--- config.mk ---
export PLATFORM = sky130hd
export DESIGN_NAME = arith_golden
export DESIGN_NICKNAME = d
export VERILOG_FILES = /design/src/rtl/arith_chk_pkg.sv /design/src/rtl/arith_golden.sv
export SDC_FILE = /design/constraint.sdc
export NUM_CORES = 1
export LEC_CHECK = 0
export ABC_AREA = 0
export CAP_MARGIN = 30
export CELL_PAD_IN_SITES_DETAIL_PLACEMENT = 0
export CELL_PAD_IN_SITES_GLOBAL_PLACEMENT = 1
export CORE_AREA = 2 2 39 41
export DETAILED_ROUTE_END_ITERATION = 10
export DIE_AREA = 0 0 41 43
export PLACE_DENSITY = 0.52
export SLEW_MARGIN = 5
export SYNTH_ARGS = -nofsm -noshare
export SYNTH_HDL_FRONTEND = slang
export SYNTH_SLANG_ARGS = --single-unit
--- constraint.sdc ---
create_clock -name vclk -period 1.8
set_input_delay 0.36 -clock vclk [all_inputs]
set_output_delay 0.36 -clock vclk [all_outputs]
set_load 0.005 [all_outputs]
--- src/rtl/arith_chk_pkg.sv ---
// Shared types and constants for the arithmetic_ip self-test checker.
package arith_chk_pkg;

  typedef enum logic [2:0] {
    ST_IDLE,
    ST_DRIVE,
    ST_SETTLE,
    ST_CHECK,
    ST_DONE
  } chk_state_t;

  localparam logic [1:0] MODE_ADD = 2'b00;
  localparam logic [1:0] MODE_SUB = 2'b01;
  localparam logic [1:0] MODE_INC = 2'b10;
  localparam logic [1:0] MODE_DEC = 2'b11;

  localparam int NUM_VECTORS = 64;
  localparam int IDX_W       = 6;
  localparam int CNT_W       = 7;
  localparam int SETTLE_W    = 4;

endpackage

--- src/rtl/arith_golden.sv ---
// Combinational reference of arithmetic_ip: 3-bit results (mod 8) plus carry/flag.
module arith_golden
  import arith_chk_pkg::*;
(
  input  logic [1:0] A,
  input  logic [1:0] B,
  input  logic [1:0] M,
  output logic [2:0] exp_S,
  output logic       exp_Cout
);

  logic [2:0] a_ext;
  logic [2:0] b_ext;
  logic [2:0] sum;

  always_comb begin
    a_ext    = {1'b0, A};
    b_ext    = {1'b0, B};
    sum      = a_ext + b_ext;
    exp_S    = '0;
    exp_Cout = 1'b0;
    case (M)
      MODE_ADD: begin
        exp_S    = sum;
        exp_Cout = (sum >= 3'd4);
      end
      MODE_SUB: begin
        exp_S    = a_ext - b_ext;
        exp_Cout = (A >= B);
      end
      MODE_INC: begin
        exp_S    = a_ext + 3'd1;
        exp_Cout = (A == 2'd3);
      end
      default: begin
        exp_S    = a_ext - 3'd1;
        exp_Cout = (A != 2'd0);
      end
    endcase
  end

endmodule

==> results of run 1 <==
## stage by stage
| step | setup TNS [ps] | hold slack (ps) | setup WS (ps) | area, sq um | total power [mW] |
|---|---|---|---|---|---|
| final | -4.77 | 1240 | -4.77 | 443 | 0.112 |
| after global routing | -99.4 | 1280 | -59.8 | 443 | 0.124 |
| after CTS | -55.8 | 1240 | -50.2 | 439 | 0.112 |
| after detailed placement | -2960 | 1870 | -868 | 392 | 0.104 |
| after global placement | -2860 | 1860 | -837 | 392 | 0.103 |
| after floorplan | 0 | 779 | 154 | 235 | 0.0478 |
## worst max-delay path, delay by kind of cell
family,cells,cell delay (ps)
compound gates,1,100
fa+ha+maj,2,610
buf+inv,4,310
mux,1,60
## layout make-up
| class | count | area, sq um | area share, % |
|---|---|---|---|
| Multi-Input combinational cell | 19 | 244 | 55.1 |
| Timing Repair Buffer | 19 | 161 | 36.4 |
| Tap cell | 16 | 20.0 | 4.52 |
| Inverter | 4 | 17.5 | 3.95 |
## per-layer routing
layer  routed length (um)  global-route usage, %  vias up  share of wire (%)
li1                     -                      -      117                  -
met3                   17                      0        0                3.0
met1                  211                   9.00      121                 37
met2                  336                   14.4        5                 60
met5                    0                      0        -                  0
met4                    0                      0        0                  0
## synthesized netlist by cell type
master    n
buf_2     1
o21ai_0   2
fa_1      3
a21o_1    1
ha_1      3
o32ai_2   1
a211oi_2  2
xor2_1    1
nor2_2    1
inv_2     1
a21oi_1   1
nand2_1   2
mux2i_1   2
inv_1     3
buf_6     1
## cells by family after synthesis
| logic type | share of synthesized area [%] |
|---|---|
| buffers and inverters | 13.3 |
| adder cells (fa/ha/maj) | 41.5 |
| multiplexers | 8.51 |
| AO/OA/AOI/OAI | 27.1 |
| AND/OR/NAND/NOR | 5.85 |
| XOR/XNOR | 3.72 |
## power by group through the flow
stage	sequential, mW	combinational, mW	clock, mW
floorplan	0	0.0478	0
global placement	0	0.103	0
detailed placement	0	0.104	0
CTS	0	0.112	0
global route	0	0.124	0
finish	0	0.112	0
## repair_timing
action                     CTS  global route
pin swaps                   10             5
resized for setup           53             4
gates cloned                 0             0
setup endpoints to repair    4             3
setup buffers                2             0
## worst max-delay path by stage
stage	from	to	slack, ps	depth (start not counted)
global route	A[0]	exp_S[1]	-60	8
floorplan	A[0]	exp_S[2]	150	6
CTS	A[0]	exp_S[1]	-50	8
global placement	A[0]	exp_S[2]	-840	8
detailed placement	A[0]	exp_S[2]	-870	8
finish	A[0]	exp_S[1]	-5	8
## placed cells by master (no fill, tap or decap)
master	instances
o21ai_1	1
nor2_4	1
buf_2	5
a21oi_1	1
fa_2	3
inv_4	1
buf_8	1
o32ai_2	1
xor2_1	1
a21o_1	1
mux2i_1	2
buf_4	5
nand2_1	1
o21ai_0	1
clkdlybuf4s15_1	1
ha_1	1
clkdlybuf4s50_1	1
a211oi_2	2
clkbuf_4	1
buf_6	5
inv_2	3
ha_4	2
nand2_2	1
==> metrics, run 1 <==
violations in the final reports=setup timing; crit path capture type=output pin; result of the run=finished with violations; worst voltage drop across the vdd grid=between 0.06 and 0.07 mV; Total Die Area=1760 sq um; net switching component of the power=0.0480 mW; via count=243; post-route clock period utilization=100%; register share of total power=0%; CTS Hold Bufs=0; Hold Crit Depth=5; fraction of layout cells with a size suffix above 1=73.8%; y dimension of the die=between 40 and 50 um; startpoint of the worst hold path=A[0]; Max Fclk=554 MHz; combined flip-flop and latch cell area=0 sq um; fraction of the yosys area taken by sequential cells=0%; routed vias/inst=around 4.2; filler-free cell count of the finished design=58; cell with the largest stage delay on the worst path=fa_2; setup slack of the critical path after layout=-4.77 ps; power per standard cell area=252 nW/um^2; final wirelength=564 um; post-detail-place hpwl=458 um; slowest cell delay on critical path=approximately 500 ps; count of input and output buffers=10; number of clock buffers in the layout=0; width of the die=41 um; classification of the worst-slack hold path=in2out; maximum fanout count along the critical path=3; top cells by area, synth=fa_1 (26%), ha_1 (16%), a211oi_2 (11%); DRT iter0 DRCs=1; nets=56; average routed wire per standard cell=9.72 um; post-synthesis cell area=between 200 and 250 sq um; data required time at the worst endpoint=approximately 1400 ps; area added between synthesis and finish=88.3%; fraction of post-synthesis cell area in the top cell type by area=25.5%; count of sequential standard cells=0; worst slew pin tran=about 190 ps; unrepaired setup endpoints after global routing=true; net switching share of the total power=42.9%; final weighted congestion of routability-driven global placement=between 0.6 and 0.7; total core area=roughly 1400 sq um; initial antenna violation count=0; number of pins with negative max-slew slack in the final report=0; final core occ=32.0%; worst slew margin relative to its limit=86.9%; Synth area leader=fa_1; total count of hold-check failures in the final report=0; Yosys cell types=15; cell count after placement=56; worst-case hold path end point=exp_Cout; io pins=10; Syn. warnings=0; post-layout min period=1800 ps; pin count of the biggest net entering global routing=8; Detail Route Antenna Nets=0; CP Launch Type=input pin; Mapped Avg Cell Area=roughly 9.4 sq um; count of TritonRoute iterations in the first routing pass=2; vias in the first global route=around 260; classification of the worst setup path=in2out; arrival time at the worst endpoint=1440 ps; Syn Inst Count=25; DRC violation count after routing=0; overall global routing resource usage=7.43%; number of diodes=0; effective utilization at floorplan=between 10% and 20%; number of placement rows=14; clock share of power=0%; Int Power=0.0637 mW; MaxCap Viol Count=0; synthesized net count=37; leakage power total=0.195 nW; Overflow after GRT=0; share of total power in combinational logic=100.0%; number of failing setup endpoints in the final timing report=1; wire length of the first global-routing pass=979 um; chain of cells forming the critical path=buf_8 > inv_4 > ha_4 > inv_2 > fa_2 > mux2i_1 > o21ai_1 > buf_2; layout filler cell count=151
Power figures use the tool's default switching activity.
==> run 2, diff against run 1 <==
- TNS_END_PERCENT: unset -> 20
==> metrics, run 2 (synthesized netlist as in run 1, its figures left out) <==
result of the run=finished with violations; violations in the final reports=setup timing; Max Fclk=554 MHz; crit path capture type=output pin; unrepaired setup endpoints after global routing=true; gate family responsible for the most delay along the worst path=adder cells; vias in the first global route=255; io pins=10; area added between synthesis and finish=85.6%; chain of cells forming the critical path=buf_8 > inv_4 > ha_4 > inv_2 > fa_2 > mux2i_1 > o21ai_1 > buf_2; worst slew pin tran=slightly below 200 ps; net switching share of the total power=roughly 44%; slowest cell delay on critical path=500 ps; CP Launch Type=input pin; post-route clock period utilization=100%; Worst setup startpoint=A[0]; total count of hold-check failures in the final report=0; final wirelength=roughly 570 um; total core area=1380 sq um; CP Buf/Inv Count=4; most common cell after layout, fill and taps aside=buf_4; standard cell area after detailed placement=just under 400 sq um; y dimension of the die=43 um; Overflow after GRT=0; data required time at the worst endpoint=1440 ps; post-detail-place hpwl=458 um; number of diodes=0; number of pins with negative max-slew slack in the final report=0; number of failing setup endpoints in the final timing report=1; overall global routing resource usage=7.53%; combined flip-flop and latch cell area=0 sq um; net switching component of the power=~0.047 mW; worst hold slack=around 1100 ps; nets=56; effective utilization at floorplan=17.0%; classification of the worst-slack hold path=in2out; layout filler cell count=between 100 and 150; number of clock buffers in the layout=0; pin count of the biggest net entering global routing=8; DRC violation count after routing=0; count of input and output buffers=10; wire length of the first global-routing pass=979 um; final core occ=31.6%; overall power of the completed layout=0.108 mW; post-layout min period=1810 ps; average routed wire per standard cell=9.81 um; count of TritonRoute iterations in the first routing pass=1; fraction of layout cells with a size suffix above 1=about three quarters; width of the die=41 um; share of total power in combinational logic=100.0%; Int Power=about 0.061 mW; most used cells in the layout excluding fill and tap cells=buf_4 (8), buf_2 (5), inv_2 (3), fa_2 (3); setup slack of the critical path after layout=-5.57 ps; maximum fanout count along the critical path=3; leakage power total=0.202 nW; arrival time at the worst endpoint=between 1000 and 1500 ps; power per standard cell area=248 nW/um^2; register share of total power=0%; final weighted congestion of routability-driven global placement=just under 0.7; Final Cell Area=437 sq um; worst voltage drop across the vdd grid=0.0679 mV; routed vias/inst=4.17; via count=242; startpoint of the worst hold path=B[0]; classification of the worst setup path=in2out; count of sequential standard cells=0; setup tns final=-5.57 ps; Detail Route Antenna Nets=0; cell with the largest stage delay on the worst path=fa_2; initial antenna violation count=0; worst slew margin relative to its limit=between 80% and 90%; MaxCap Viol Count=0; Total Die Area=1760 sq um; clock share of power=0%; number of placement rows=14; DRT iter0 DRCs=0
==> run 2: cell count changes in the layout (fill, tap and decap cells not counted), sizes merged <==
cell,change
clkbuf,-1
clkdlybuf4s50,-1
dlygate4sd2,+1
dlymetal6s2s,+1
==> run 2: power groups by stage <==
stage	clock (mW)	combinational, mW	sequential (mW)
6_report	0	0.108	0
5_1_grt	0	0.120	0
4_1_cts	0	0.110	0
3_5_place_dp	0	0.104	0
3_3_place_gp	0	0.103	0
2_1_floorplan	0	0.0478	0
==> run 2: per-layer routing <==
metal  wire length (um)  global-route usage (%)  vias up
met3                 17                       0        0
met5                  0                       0        -
met2                335                    14.7        5
met1                215                    9.00      120
li1                   -                       -      117
met4                  0                       0        0
==> run 2: worst min-delay path, stage by stage <==
cell and delay (ps):
buf_6 90, ha_4 130, mux2i_1 50, dlymetal6s2s_1 140
==> run 2: stage by stage <==
| stage | std cells | worst slack [ps] |
|---|---|---|
| 4_1_cts | 58 | -50.2 |
| 2_1_floorplan | 25 | 154 |
| 5_1_grt | 58 | -59.8 |
| 3_3_place_gp | 56 | -837 |
| 6_report | 58 | -5.57 |
| 3_5_place_dp | 56 | -868 |
==> run 2: cell type report <==
class                      count  area, sq um  share of cell area, %
multi-input combinational     19          244                   55.9
tap                           16         20.0                   4.58
inverter                       4         17.5                   4.01
timing repair buffer          19          155                   35.5
==> run 2: final timing paths <==
check  slack [ps]        to  cells after the start
max            -6  exp_S[1]                      8
min          1140  exp_S[0]                      4
==> run 2: what timing repair did <==
action	in CTS	in global routing
pin swaps	10	5
buffers inserted	2	0
hold endpoints to repair	0	0
resized for setup	50	2
endpoints found under the setup margin	4	4
hold buffers	0	0
